===== config.mk =====
export PLATFORM = sky130hd
export DESIGN_NAME = mem_block_copy
export DESIGN_NICKNAME = d
export VERILOG_FILES = /design/src/rtl/mem_block_copy.sv
export SDC_FILE = /design/constraint.sdc
export NUM_CORES = 1
export LEC_CHECK = 0
export ABC_AREA = 1
export CORE_ASPECT_RATIO = 0.8
export CORE_UTILIZATION = 44
export DETAILED_ROUTE_END_ITERATION = 16
export GPL_TIMING_DRIVEN = 1
export PLACE_DENSITY_LB_ADDON = 0.2
export SYNTH_ARGS = -nofsm -noshare
export SYNTH_HDL_FRONTEND = slang
export SYNTH_SLANG_ARGS = --single-unit

===== constraint.sdc =====
create_clock -name clk -period 2.5 [get_ports clk]
set_input_delay 0.5 -clock clk [delete_from_list [all_inputs] [get_ports clk]]
set_output_delay 0.5 -clock clk [all_outputs]
set_load 0.05 [all_outputs]

===== src/rtl/mem_block_copy.sv =====
// rtl/mem_block_copy.sv - bus-initiator word copier with one-cycle read latency cover
// Copies len words from src to dst over the shared mem_cmd/mem_addr bus, ascending order.
module mem_block_copy #(
  parameter int addr_width = 9,
  parameter int data_width = 16
) (
  input  logic                  clk,
  input  logic                  reset,
  input  logic                  start,
  input  logic [addr_width-1:0] src_addr,
  input  logic [addr_width-1:0] dst_addr,
  input  logic [addr_width-1:0] len,
  output logic [1:0]            mem_cmd,
  output logic [addr_width-1:0] mem_addr,
  input  logic [data_width-1:0] read_data,
  output logic [data_width-1:0] write_data,
  output logic                  busy,
  output logic                  done,
  output logic [addr_width-1:0] remaining
);

  localparam logic [1:0] MNONE  = 2'b00;
  localparam logic [1:0] MREAD  = 2'b01;
  localparam logic [1:0] MWRITE = 2'b10;
  localparam logic [addr_width-1:0] ONE = addr_width'(1);

  typedef enum logic [2:0] {IDLE, RD_REQ, RD_WAIT, WR, DONE} state_t;

  state_t                state, state_nxt;
  logic [addr_width-1:0] src_q, dst_q, i_q, rem_q;
  logic [data_width-1:0] data_q;

  always_ff @(posedge clk or posedge reset) begin
    if (reset) begin
      state  <= IDLE;
      src_q  <= '0;
      dst_q  <= '0;
      i_q    <= '0;
      rem_q  <= '0;
      data_q <= '0;
    end else begin
      state <= state_nxt;
      case (state)
        IDLE: begin
          if (start) begin
            src_q <= src_addr;
            dst_q <= dst_addr;
            i_q   <= '0;
            rem_q <= len;
          end
        end
        // RAM dout is valid during the second MREAD cycle
        RD_WAIT: data_q <= read_data;
        WR: begin
          i_q   <= i_q + ONE;
          rem_q <= rem_q - ONE;
        end
        default: ;
      endcase
    end
  end

  always_comb begin
    state_nxt = state;
    mem_cmd   = MNONE;
    mem_addr  = '0;
    busy      = 1'b1;
    done      = 1'b0;
    case (state)
      IDLE: begin
        busy = 1'b0;
        if (start) state_nxt = (len == '0) ? DONE : RD_REQ;
      end
      RD_REQ: begin
        mem_cmd   = MREAD;
        mem_addr  = src_q + i_q;
        state_nxt = RD_WAIT;
      end
      // Responder enables decode mem_cmd/mem_addr, so both stay held here
      RD_WAIT: begin
        mem_cmd   = MREAD;
        mem_addr  = src_q + i_q;
        state_nxt = WR;
      end
      WR: begin
        mem_cmd   = MWRITE;
        mem_addr  = dst_q + i_q;
        state_nxt = (rem_q == ONE) ? DONE : RD_REQ;
      end
      DONE: begin
        done      = 1'b1;
        state_nxt = IDLE;
      end
      default: state_nxt = IDLE;
    endcase
  end

  assign write_data = data_q;
  assign remaining  = rem_q;

endmodule


; ---- Word-level counts from Yosys, hierarchy flattened
; Cells that the tools add are included.
; W data, S select, Z words.
[totals]
ff_bits = 55
elab_cells = 34
[op_classes]
addsub = 4
eq_ne = 6
n_mux = 12
n_reduce_logical = 6
[ops]
columns = operator, n
row1 = $pmux W9 S2, 3
row2 = $add A9 B9 Y9, 2
row3 = $mux W9, 2
row4 = $pmux W3 S4, 1
row5 = $add A9 B1 Y9 const B, 1
row6 = $eq A9 B1 Y1 const B, 1
row7 = $logic_not A9 Y1, 1
row8 = $mux W3, 3
row9 = $sub A9 B1 Y9 const B, 1
row10 = $eq A3 B2 Y1 const B, 2
row11 = $pmux W2 S2, 1
row12 = $reduce_and A2 Y1, 2
row13 = $eq A3 B1 Y1 const B, 1
row14 = $eq A3 B3 Y1 const B, 1
row15 = $logic_not A3 Y1, 1
row16 = $mux W1, 2
row17 = $ne A2 B2 Y1 const B, 1
row18 = $reduce_bool A2 Y1, 1
row19 = $reduce_or A2 Y1, 1

; ---- Logic depth before layout (Yosys ltp)
; Gate-level depths: netlist of run 1.
[depth]
depth_word = 4
mapped_depth = 16
depth_no_buf = 15

; ---- Least setup slack after synthesis of run 1
; OpenSTA, ideal clock, no wires.
[synth_path]
path_kind = register to output
start = register state[2]
end = output mem_addr[4]
arrival_ns = 2.829
required_ns = 2.000
slack_ns = -0.829
stages_incl_launch_ff = 14
cell_sequence = dfrtp_1 > inv_1 > nand3_2 > buf_6 > buf_4 > o21ai_0 > ha_1 > inv_1 > fa_1 > inv_1 > nand3_1 > nand2_1 > o21ai_0 > a21oi_1
[synth_between]
elab_chain_len = 3
word_cells_on_any_way = 5
[synth_lines]
columns = element, line_no
row1 = start: declaration, 29  ; state_t state, state_nxt;
row2 = start signal: assignment, 42  ; state <= state_nxt;
row3 = $eq A3 B2 Y1 / $eq A3 B1 Y1 (equally long branches), 69  ; case (state)
row4 = $reduce_or A2 Y1 (no source line), -
row5 = $pmux W9 S2 *, 69
row6 = end: declaration, 14  ; output logic [addr_width-1:0] mem_addr,
; Every way passes the cells marked *; elsewhere a longest branch is shown, timed or not.

; ---- Final worst setup path of run 1
[layout_path]
start = register state[2]
end = output mem_addr[7]
; The elaborated chain is that of the path after synthesis.

==> results.md, run 1 <==
- Final period demand of the worst path: 2.83 ns
- Drt wl/cell: 13.4 um
- I/O pin count: 84
- Chip height: 77.6 um
- CTS max path bufs: 2
- Clock transition at path regs: 0.11 ns
- Placed insts: 566
- First-pass GRT wire length: 13,000 um
- Register area share after synthesis: 0.438
- Relative slew slack: 0.650
- Max Cap Viol: 0
- Nets: 555
- Most common cell in the netlist: nand2_1
- Vias in the first global route: 2,850
- Crit share post-route: 1.13
- Post-route ant nets: 0
- Post-synth cell types: 29
- Die area: 0.00748 sq mm
- Area of the core: 0.00689 sq mm
- Startpoint Class: flip-flop
- GP Congestion: 0.851
- Fillers: 563
- Top post-synthesis cells by area: dfrtp_1 44%, nand2_1 14%, inv_1 6.1%
- Clk sinks: 55
- Total routed wirelength: 7830 um
- Clk root buf: clkbuf_8
- Worst Path Required: 2.00 ns
- Dominant cell type by area after synthesis: dfrtp_1
- Final WS setup: -0.333 ns
- Synth async-reset ratio: 1.00
- Final setup fails: 8
- EDFF count, synth: 0
- Area share of the largest cell type after synthesis: 0.438
- Hold Slack: 0.499 ns
- Pre-antenna DRT Iters: 4
- Initial Utilization: 0.456
- Worst Skew: 0.00781 ns
- H-tree levels: 2
- RSZ-0062 raised after global routing: yes
- P&R area growth vs syn: 48.9%
- Post-Syn Area: 0.00314 sq mm
- Clock Latency Late Sink: 0.31 ns
- Final non-filler cell total: 584
- Crit path kind: flip-flop to primary output
- CTS Hold Bufs: 0
- Hold Path Stages: 2
- Layout cells sized above 1: 0.247
- Least-Margin Pin Slew: 0.525 ns
- Flops & latches, synth: 55
- Initial antenna violation count: 0
- Via count: 2,903
- Final Util: 0.679
- Setup WS pre-CTS: -0.149 ns
- Post-Syn Area per Cell: 8.06 sq um
- Ys flop type: dfrtp_1
- Port Buffers: 83
- DR DRC count: 0
- Max frequency: 0.353 GHz
- Diode count: 0
- Final Hold Fails: 0
- Initial DRC count: 73
- R2r worst-path depth: 9
- Synth warnings: 0
- CTS Buf Count: 5
- Synth Instances: 390
- Detail Placement HPWL: 5720 um
- Violated checks: negative setup slack
- Status: finished with violations
- Slew Viols, Final: 0
- CP Capture Type: primary output
- Vias per inst: 4.97
- Min-delay worst type: flip-flop to flip-flop
- Overflow left after global routing: 0
- Die width: 96.5 um
- Net Count, Synth: 449
- GRT Total Usage: 0.223
- Largest net degree at the start of global routing: 34
- Core Rows: 27
- Synth cell count leaders: 115 x nand2_1, 55 x dfrtp_1, 51 x inv_1, 27 x nor2_1, 26 x nand3_1
- Crit Path Max Fanout: 8
- Worst Path Arrival: 2.33 ns
- TritonCTS clock tree: yes
per-stage QoR:
step / TNS [ns] / area, sq um
finish: -2.04 / 4680
global route: -3.08 / 4680
CTS: -2.03 / 4630
detailed placement: -0.310 / 4350
global placement: -0.0771 / 4350
floorplan: -1.07 / 3240
cell usage in the layout (no fill, tap or decap), types with 6 or more instances in the layout:
cell type,n
nand2_1,106
clkdlybuf4s50_1,70
dfrtp_1,54
inv_1,46
buf_4,24
nand3_1,23
nor2_1,19
o21ai_1,16
buf_12,14
o21ai_0,11
nand2_2,10
mux2_4,10
inv_2,9
nor2_4,7
a21oi_1,6
a21oi_2,6
mux2_2,6
ha_1,6
final timing paths:
check,startpoint,end,slack (ns)
min in group asynchronous,reset,remaining[7],0.53
worst min register to register,src_q[7],src_q[7],0.50
max in group asynchronous,reset,state[2],1.40
worst max register to register,state[0],remaining[3],0.81
worst max-delay path,state[2],mem_addr[7],-0.33
worst min-delay path,src_q[7],src_q[7],0.50
critical path, cell delays in order, from the launching register on:
cell and delay (ns):
dfrtp_2 0.42, inv_2 0.08, nand3_4 0.12, buf_4 0.17, nand2_2 0.08, o21ai_4 0.08, ha_4 0.30, nand3_1 0.10
nand3_2 0.09, nand3_1 0.11, nand3_1 0.10, nand2_1 0.09, nor2_4 0.13, buf_12 0.14
cells by family after synthesis:
family	count (synthesis)	share of synthesized area
and+or+nand+nor	184	0.248
buffers and inverters	65	0.0920
AOI/OAI and AO/OA	55	0.0932
DFF	55	0.438
muxes	16	0.0693
adders and majority gates	13	0.0542
xor gates and xnor gates	2	0.00558
timing repair:
item / CTS / global route
resized for setup: 31 / 8
setup endpoints to repair: 8 / 8
pin swaps: 17 / 6
setup buffers: 8 / 2
registers in the layout, indices dropped and copies added (netlist names):
signal,flops
write_data,16
dst_q,9
i_q,9
remaining,9
src_q,9
state,3
final cells by class:
cell class | count | area (sq um) | area share
inverters | 55 | 206 | 0.0441
clock buffers | 5 | 68.8 | 0.0147
repair buffers | 109 | 1170 | 0.251
clock inverters | 3 | 27.5 | 0.00589
multi-input cells | 270 | 1720 | 0.367
well taps | 87 | 109 | 0.0233
flip-flops and latches | 55 | 1380 | 0.295
per-layer routing:
layer	track usage	vias up	wire length, um
li1	-	1459	-
met3	0.0353	4	327
met1	0.312	1361	3570
met4	0.0485	0	41
met5	0	-	0
met2	0.364	79	3890
Power of run 1 is left out: the tool's default activity adds up to more than one toggle a clock period on the data nets, which glitch-free logic cannot reach.
==> run 2: changes to the inputs <==
--- a/config.mk
+++ b/config.mk
@@ -11,6 +11,7 @@
 export DETAILED_ROUTE_END_ITERATION = 16
 export GPL_TIMING_DRIVEN = 1
 export PLACE_DENSITY_LB_ADDON = 0.2
+export SKIP_CTS_REPAIR_TIMING = 1
 export SYNTH_ARGS = -nofsm -noshare
 export SYNTH_HDL_FRONTEND = slang
 export SYNTH_SLANG_ARGS = --single-unit
==> run 2 against run 1 <==
Net effect:
- worst setup slack worse by 0.046 ns
- core utilization down 1.9 points
- sequential cell count unchanged
- the run still ends with negative setup slack left
- highest routed layer unchanged
- hold slack worse by 0.0017 ns
- die area unchanged
- critical path type unchanged
- sequential share of layout area up 0.87 points
==> results.md, run 2 (synthesis results as in run 1) <==
- Clock Latency Late Sink: 0.31 ns
- Max FFs per register: 16
- Crit path kind: flip-flop to primary output
- Footprint of the multi-input gates: 0.00163 sq mm
- CP Capture Type: primary output
- Chip height: 77.6 um
- Worst Path Required: 2.00 ns
- P&R area growth vs syn: 44.6%
- Commonest non-fill, non-tap cell in the layout: nand2_1
- Slew Viols, Final: 0
- Initial DRC count: 105
- Die area: 0.00748 sq mm
- Port Buffers: 83
- Layout cells sized above 1: 0.214
- Status: finished with violations
- Min-delay worst type: flip-flop to flip-flop
- Max frequency: 0.347 GHz
- Flop2flop setup slack: 0.81 ns
- Worst Skew: 0.00800 ns
- R2r worst-path depth: 9
- Clock transition at path regs: 0.11 ns
- Worst Path Arrival: 2.38 ns
- I/O pin count: 84
- CTS Buf Count: 5
- Detail Placement HPWL: 5720 um
- RSZ-0062 raised after global routing: yes
- GRT Total Usage: 0.218
- Reg-to-reg startpoint: state[0]
- CTS max path bufs: 2
- Violated checks: negative setup slack
- First-pass GRT wire length: 12,600 um
- Total routed wirelength: 7710 um
- Via count: 2,869
- Hold Path End: src_q[7]
- Hold path startpoint: src_q[7]
- Initial antenna violation count: 0
- TritonCTS clock tree: yes
- Least-Margin Pin Slew: 0.514 ns
- Fillers: 600
- CP cell instances: inv_2 > nand3_4 > o21ai_2 > ha_2 > inv_2 > fa_2 > inv_2 > nand3_2 > nand2_2 > buf_4 > o21ai_2 > a21oi_4 > buf_12
- Vias in the first global route: 2,755
- Final setup fails: 8
- Post-route ant nets: 0
- Reg area: 0.00138 sq mm
- Nets: 549
- Initial Utilization: 0.456
- Slowest stage delay, CP: 0.42 ns
- Max Cap Viol: 0
- GP Congestion: 0.851
- H-tree levels: 2
- DR DRC count: 0
- Diode count: 0
- Die width: 96.5 um
- Crit share post-route: 1.15
- Slowest-stage cell, CP: dfrtp_2
- Crit Reg-Reg Endpoint: remaining[3]
- Final Hold Fails: 0
- Clk sinks: 55
- Vias per inst: 4.96
- Overflow left after global routing: 0
- Setup WS pre-CTS: -0.149 ns
- Relative slew slack: 0.657
- Most used cell, CP: inv_2
- Final period demand of the worst path: 2.88 ns
- Area of the core: 0.00689 sq mm
- Crit Path Max Fanout: 8
- Largest net degree at the start of global routing: 34
- Drt wl/cell: 13.3 um
- Clk root buf: clkbuf_8
- Startpoint Class: flip-flop
- Final WS setup: -0.379 ns
- Pre-antenna DRT Iters: 4
- Core Rows: 27
- Hold Path Stages: 2
- Commonest cells after routing, fill and taps aside: 109 x nand2_1, 70 x clkdlybuf4s50_1, 54 x dfrtp_1
-- run 2: worst max-delay path by stage --
stage                         from          end  cells past startpoint
after floorplan           state[2]  mem_addr[6]                     15
after global placement    state[2]  mem_addr[8]                     13
final                     state[2]  mem_addr[4]                     13
after detailed placement  state[2]  mem_addr[5]                     14
after global routing      state[2]  mem_addr[6]                     15
after CTS                 state[2]  mem_addr[5]                     14
-- run 2: worst max-delay path: cells and delay by family (launching register included) --
family / cells / cell delay (ns)
DFF: 1 / 0.42
adders and majority gates: 2 / 0.54
and+or+nand+nor: 3 / 0.29
buffers and inverters: 5 / 0.46
AOI/OAI and AO/OA: 3 / 0.36
-- run 2: final cells by class --
class,count,share of cell area
Clock buffer,5,0.0151
Clock inverter,3,0.00606
Inverter,55,0.0454
Multi-Input combinational cell,270,0.358
Sequential cell,55,0.303
Tap cell,87,0.0240
Timing Repair Buffer,103,0.248
-- run 2: layer usage --
layer	GRT usage	up-vias	routed length, um
li1	-	1443	-
met1	0.313	1351	3480
met2	0.344	71	3820
met3	0.0353	4	370
met4	0.0456	0	36
met5	0	-	0
-- run 2: through the flow --
stage / instances / utilization / cell area [sq um] / setup TNS [ns] / hold slack [ns]
finish: 578 / 0.659 / 4540 / -2.31 / 0.498
global route: 578 / 0.659 / 4540 / -3.51 / 0.515
CTS: 574 / 0.645 / 4450 / -2.64 / 0.500
detailed placement: 566 / 0.631 / 4350 / -0.310 / 0.472
global placement: 566 / 0.631 / 4350 / -0.0771 / 0.468
floorplan: 390 / - / 3240 / -1.07 / 0.449
Power of run 2 is left out for the same reason.
